===== config.mk =====
export PLATFORM = sky130hd
export DESIGN_NAME = ling64_addsub_pipe
export DESIGN_NICKNAME = d
export VERILOG_FILES = /design/src/rtl/ling64_addsub_pipe.sv
export SDC_FILE = /design/constraint.sdc
export NUM_CORES = 1
export LEC_CHECK = 0
export CORE_MARGIN = 4
export CORE_UTILIZATION = 49
export DETAILED_ROUTE_END_ITERATION = 10
export HOLD_SLACK_MARGIN = 0.03
export PLACE_DENSITY = 0.72
export SKIP_CTS_REPAIR_TIMING = 1
export SLEW_MARGIN = 20
export SYNTH_ARGS = -nofsm -noshare
export SYNTH_HDL_FRONTEND = slang
export SYNTH_SLANG_ARGS = --single-unit

===== constraint.sdc =====
create_clock -name clk -period 21.9 [get_ports clk]
set_input_delay 3.285 -clock clk [delete_from_list [all_inputs] [get_ports clk]]
set_output_delay 3.285 -clock clk [all_outputs]
set_load 0.1 [all_outputs]

===== src/rtl/ling64_addsub_pipe.sv =====
// 64-bit add/subtract on a Ling pseudo-carry prefix network, three registered stages
// with valid/ready flow control and a 2-flop reset release.
module ling64_addsub_pipe #(
  parameter int unsigned TAG_W   = 4,
  parameter int unsigned LATENCY = 3
) (
  input  logic             clk,
  input  logic             rst_n,
  input  logic             in_valid,
  output logic             in_ready,
  input  logic             in_sub,
  input  logic [63:0]      in_a,
  input  logic [63:0]      in_b,
  input  logic [TAG_W-1:0] in_tag,
  output logic             out_valid,
  input  logic             out_ready,
  output logic [63:0]      out_res,
  output logic             out_cout,
  output logic             out_ovf,
  output logic             out_zero,
  output logic [TAG_W-1:0] out_tag
);

  if (LATENCY != 3) begin : g_bad_latency
    $error("ling64_addsub_pipe: LATENCY must be 3");
  end

  logic [1:0] rst_sync_q;
  logic       rst_int_n;

  always_ff @(posedge clk or negedge rst_n) begin
    if (!rst_n) rst_sync_q <= '0;
    else        rst_sync_q <= {rst_sync_q[0], 1'b1};
  end
  assign rst_int_n = rst_sync_q[1];

  // Stage 1 inputs: generate/transmit/xor with cin folded into bit 0, then the
  // first span-1 prefix level. Ling element i pairs g[i] with t[i-1].
  logic [63:0] b_eff, g_v, t_v, lt_v;
  logic [63:0] x_d, t_d, r2_d, q2_d;

  always_comb begin
    b_eff    = in_sub ? ~in_b : in_b;
    g_v      = in_a & b_eff;
    t_v      = in_a | b_eff;
    x_d      = in_a ^ b_eff;
    g_v[0]   = g_v[0] | (t_v[0] & in_sub);
    x_d[0]   = x_d[0] ^ in_sub;
    t_d      = t_v;
    lt_v     = {t_v[62:0], 1'b0};
    r2_d     = g_v | (lt_v & {g_v[62:0], 1'b0});
    q2_d     = lt_v & {lt_v[62:0], 1'b0};
  end

  logic             v1_q, v2_q, v3_q;
  logic [63:0]      x1_q, t1_q, r2_q, q2_q;
  logic [TAG_W-1:0] tag1_q, tag2_q, tag3_q;
  logic             a63_1_q, b63_1_q;

  // Stage 2 inputs: remaining Kogge-Stone levels give the full Ling H vector.
  logic [63:0] gg, tt, ng, nt;
  logic [63:0] r4_d, xd_d;

  always_comb begin
    gg = r2_q;
    tt = q2_q;
    ng = '0;
    nt = '0;
    for (int unsigned s = 2; s < 64; s = s * 2) begin
      ng = gg;
      nt = tt;
      for (int unsigned i = s; i < 64; i++) begin
        ng[i] = gg[i] | (tt[i] & gg[i-s]);
        nt[i] = tt[i] & tt[i-s];
      end
      gg = ng;
      tt = nt;
    end
    r4_d = gg;
    xd_d = x1_q ^ {t1_q[62:0], 1'b0};
  end

  logic [63:0] h2_q, xd2_q, x2_q;
  logic        a63_2_q, b63_2_q, t63_2_q;

  // Stage 3 inputs: H[i-1] selects the pre-carried sum bit.
  logic [63:0] sel_v, res_d;
  logic        cout_d, ovf_d, zero_d;

  always_comb begin
    sel_v  = {h2_q[62:0], 1'b0};
    res_d  = (sel_v & xd2_q) | (~sel_v & x2_q);
    cout_d = t63_2_q & h2_q[63];
    ovf_d  = (a63_2_q == b63_2_q) & (res_d[63] != a63_2_q);
    zero_d = (res_d == '0);
  end

  logic [63:0] res_q;
  logic        cout_q, ovf_q, zero_q;
  logic        en1, en2, en3;

  assign en3      = ~v3_q | out_ready;
  assign en2      = ~v2_q | en3;
  assign en1      = ~v1_q | en2;
  assign in_ready = rst_int_n & en1;

  always_ff @(posedge clk or negedge rst_int_n) begin
    if (!rst_int_n) begin
      v1_q <= 1'b0; v2_q <= 1'b0; v3_q <= 1'b0;
      x1_q <= '0; t1_q <= '0; r2_q <= '0; q2_q <= '0;
      tag1_q <= '0; tag2_q <= '0; tag3_q <= '0;
      a63_1_q <= 1'b0; b63_1_q <= 1'b0;
      h2_q <= '0; xd2_q <= '0; x2_q <= '0;
      a63_2_q <= 1'b0; b63_2_q <= 1'b0; t63_2_q <= 1'b0;
      res_q <= '0; cout_q <= 1'b0; ovf_q <= 1'b0; zero_q <= 1'b0;
    end else begin
      if (en1) begin
        v1_q <= in_valid;
        if (in_valid) begin
          x1_q    <= x_d;
          t1_q    <= t_d;
          r2_q    <= r2_d;
          q2_q    <= q2_d;
          tag1_q  <= in_tag;
          a63_1_q <= in_a[63];
          b63_1_q <= b_eff[63];
        end
      end
      if (en2) begin
        v2_q <= v1_q;
        if (v1_q) begin
          h2_q    <= r4_d;
          xd2_q   <= xd_d;
          x2_q    <= x1_q;
          a63_2_q <= a63_1_q;
          b63_2_q <= b63_1_q;
          t63_2_q <= t1_q[63];
          tag2_q  <= tag1_q;
        end
      end
      if (en3) begin
        v3_q <= v2_q;
        if (v2_q) begin
          res_q  <= res_d;
          cout_q <= cout_d;
          ovf_q  <= ovf_d;
          zero_q <= zero_d;
          tag3_q <= tag2_q;
        end
      end
    end
  end

  assign out_valid = v3_q;
  assign out_res   = res_q;
  assign out_cout  = cout_q;
  assign out_ovf   = ovf_q;
  assign out_zero  = zero_q;
  assign out_tag   = tag3_q;

endmodule


After elaboration in Yosys (flattened, before gate mapping)
Index checks and enable logic that the tools add are counted.

storage, ports and cells
  register bits = 537
  bits of input ports = 137
  output and inout port bits = 73
  word-level logic and storage cells = 766

operators by class
  eq/ne operators = 2
  multiplexer cells = 1
  bitwise gates (word level) = 736
  reduce and logical (&&, ||, !) cells = 4

operators by type and width
  operator             count
  1-bit AND            458
  64-bit AND           5
  1-bit bitwise OR     262
  64-bit bitwise OR    3
  64-bit NOT           2
  64-bit XOR           2
  64-bit logical NOT   1
  64-bit 2-to-1 mux    1
  2-bit AND reduction  3
  1-bit NOT            3
  1-bit == test        1
  1-bit != test        1
  1-bit XOR            1

Longest topological paths before layout
  depth in word-level cells = 10
  mapped depth = 8
  depth with buffers taken out = 6

Worst setup path before layout
Ideal clock, no wire load.

  path type = reg-to-output
  start = register rst_sync_q[1]
  end = output port in_ready
  arrival time = 13.498 ns
  data required time = 18.615 ns
  setup slack = 5.117 ns
  cell stages (with the launch flop) = 2
  path buffers = 0
  cells stage by stage = dfrtp_1 -> and2_1

on the way
  longest elaborated chain between the ends = 1

ends and longest elaborated chain
  item                      line  source
  start: declaration        28    logic [1:0] rst_sync_q;
  start signal: assignment  33    else rst_sync_q <= {rst_sync_q[0], 1'b1};
  1-bit AND                 105   assign in_ready = rst_int_n & en1;
  end: declaration          10    output logic in_ready,

No other way between the ends.

Final worst setup path
  start = input port out_ready
  end = output port in_ready

on the way
  longest elaborated chain between the ends = 4

ends and longest elaborated chain
  item                line  source
  start: declaration  16    input logic out_ready,
  1-bit bitwise OR    102   assign en3 = ~v3_q | out_ready;
  1-bit bitwise OR    103   assign en2 = ~v2_q | en3;
  1-bit bitwise OR    104   assign en1 = ~v1_q | en2;
  1-bit AND           105

No other way between the ends.

==> impl_results.md <==
* RSZ-0062 raised after global routing: false
* Crit Path Class: primary input to primary output
* Root Driver: clkbuf_16
* Max clock buf depth at 3
* Post-DP HPWL at 45,600 µm
* Minimum clock period at 8.64 ns
* Count leader, synth: nand2_1
* Gr usage total at 0.228
* Worst-path clk slew at 0.06 ns
* Initial Util at 0.494
* Cell Pwr Density at 123 nW/µm²
* Hold WC Path Type: flip-flop to flip-flop
* CP Cell Sequence: clkdlybuf4s50_1, nand4b_1, and2_1, clkdlybuf4s50_1
* Share of layout cells above drive strength 1 at 0.0662
* Via Count at 19,000
* N_diodes at 0
* Number of synthesized register bits at 534
* Period utilization at 0.394
* DIE AREA at 55,300 µm²
* Core area at 51,200 µm²
* Post-synth top cells: nand2_1, dfrtp_1, o21ai_0
* Most frequent CP cell: clkdlybuf4s50_1
* Final cell count without fillers at 3,506
* Max Fanout on Critical Path at 5
* Final setup vio count at 0
* Syn_nets at 2,888
* Synth Flop Type: dfrtp_1
* Maximum clock frequency at 0.116 GHz
* Avg Cell Area, Syn at 9.64 µm²
* GP Congestion at 0.894
* VDD IR-drop max at 0.0000985 V
* Global-route wire length before repair at 103,000 µm
* Rows at 83
* Clk_lat worst skew at 0.60 ns
* Top cell type by total area after synthesis: dfrtp_1
* Reg-to-reg startpoint: v2_q
* Drt initial violations at 1,752
* Total congestion overflow at 0
* Post-synth ARST share at 1.00
* Area delta synth->final at 18.1%
* Routed len/inst at 18.3 µm
* Mapped cell area at 25,300 µm²
* Clk sinks at 534
* Hold_sp: rst_sync_q[0]
* CTS tree: built
* Via density at 5.43
* Hold Fails Final Rpt at 0
* Crit path largest cell delay at 1.13 ns
* Final setup TNS at 0 ns
* Status: completed
* Max-cap violations at 0
* Critical Path RT at 18.62 ns
* Crit. Startpoint: out_ready
* Largest net degree at the start of global routing at 233
* Die Y at 235 µm
* Leakage Power at 0.0139 µW
* Initial antenna violation count at 1
* Slowest stage cell, crit path: clkdlybuf4s50_1
* Yosys cell types at 64
* Chip Width at 235 µm
* Top-level I/O count at 210
* Worst Setup Start Kind: primary input
* CTS HTree Levels at 2
* Sequential area share after synthesis at 0.528
* Max-slew violations at 0
* DRT Wirelength at 64,000 µm
* Vias in the first global route at 19,000
* Cts bufs inserted at 54
* Worst Tran Pin Value at 1.18 ns
* Relative slew slack at 0.201
* Critical Path Sink Type: primary output
* Port bufs at 209
* Final nets at 3,046
* Remaining antenna violation count at 0
* Number of enable flip-flop cells after synthesis at 0
* # DRC at 0
* Area share of the largest cell type after synthesis at 0.528
* Placed instance count at 3,405
* Worst Skew at 0.0125 ns
* Synth Instances at 2,624
* TritonRoute pass-1 iters at 6
* Fill cell count at 4,276
* Synth top area cells: dfrtp_1, nand2_1, ha_1, o21ai_0, mux2_2
* Total number of yosys warnings at 0
* Worst Path Arrival at 5.35 ns
-- state kept, by name (all words and copies together) (netlist names), 2 cells and up --
name,count
h2_q,64
out_res,64
r2_q,64
t1_q,64
x1_q,64
xd2_q,64
x2_q,63
q2_q,62
out_tag,4
tag1_q,4
tag2_q,4
rst_sync_q,2
-- layout make-up --
| type | count | area, µm² | area share |
|---|---|---|---|
| Sequential cell | 534 | 13400 | 0.447 |
| Multi-Input combinational cell | 1822 | 10900 | 0.366 |
| Timing Repair Buffer | 224 | 2250 | 0.0753 |
| Clock buffer | 79 | 1630 | 0.0545 |
| Tap cell | 680 | 851 | 0.0285 |
| Inverter | 146 | 548 | 0.0183 |
| Clock inverter | 21 | 315 | 0.0106 |
-- layout by cell type (no fill, tap or decap), types with 4 or more instances in the layout --
cell             instances
o31ai_1                 72
o21ai_0                307
a21oi_1                 81
clkbuf_1                10
a21o_1                  15
mux2i_1                 66
dfrtp_1                533
nand3_1                 14
nand2b_1                 4
nand2_1                656
xor2_1                  62
bufinv_16                8
nor4_1                   8
o21a_1                   8
nor3_1                  16
ha_1                   127
clkbuf_8                12
nand4_1                 30
nor2_1                 125
mux2_2                  67
a31oi_1                 11
clkdlybuf4s50_1        208
o211ai_1                 8
clkbuf_16               57
or3_1                    4
o41ai_1                  4
buf_4                   12
inv_1                  146
xnor2_1                 66
clkinv_2                10
nor2b_1                  6
o21bai_1                 8
-- final timing paths --
| path | cells past startpoint | to | slack, ns |
|---|---|---|---|
| hold reg to reg | 0 | rst_sync_q[1] | 0.35 |
| setup / recovery | 4 | in_ready | 13.26 |
| setup reg to reg | 5 | x1_q[12] | 18.51 |
| min in group asynchronous | 0 | out_res[21] | 0.40 |
| hold / removal | 0 | rst_sync_q[1] | 0.35 |
| max in group asynchronous | 1 | rst_sync_q[1] | 18.92 |
-- cells by family (layout without fill, tap and decap cells) --
logic type | Yosys count | after routing | synth area share
adder cells (fa/ha/maj) | 127 | 127 | 0.0628
AND/OR/NAND/NOR | 881 | 881 | 0.140
buffers and inverters | 268 | 470 | 0.0408
multiplexers | 133 | 133 | 0.0559
XOR/XNOR | 128 | 128 | 0.0443
flip-flops | 534 | 534 | 0.528
other | 1 | 1 | 0.000148
AO/OA/AOI/OAI | 552 | 552 | 0.128
-- where the power goes --
| group | switching (µW) | leakage (µW) | internal, µW | total (µW) |
|---|---|---|---|---|
| combinational | 829 | 0.00654 | 362 | 1190 |
| sequential | 222 | 0.00643 | 1250 | 1470 |
| clock | 392 | 0.000962 | 609 | 1000 |
| total | 1440 | 0.0139 | 2220 | 3670 |
-- worst max-delay path, delay by kind of cell --
kind | cells | cell delay, ns
buf+inv | 2 | 1.62
simple gates | 2 | 0.44
-- stage by stage --
stage / hold slack, ns / cell area (µm²) / power, µW / utilization / worst slack, ns
floorplan: 0.331 / 25300 / 2300 / - / 5.12
global placement: 0.338 / 27900 / 2640 / 0.545 / 13.30
detailed placement: 0.337 / 27900 / 2670 / 0.545 / 13.27
CTS: 0.352 / 29900 / 3690 / 0.583 / 13.26
global route: 0.381 / 29900 / 3850 / 0.584 / 13.18
finish: 0.353 / 29900 / 3670 / 0.584 / 13.26
-- routing by layer --
metal	share of wire	track usage	vias to the layer above
li1	-	-	9091
met5	0	0	-
met3	0.055	0.0370	125
met2	0.48	0.376	562
met1	0.44	0.312	9270
met4	0.032	0.0747	0
(Power assumes the default switching activity.)
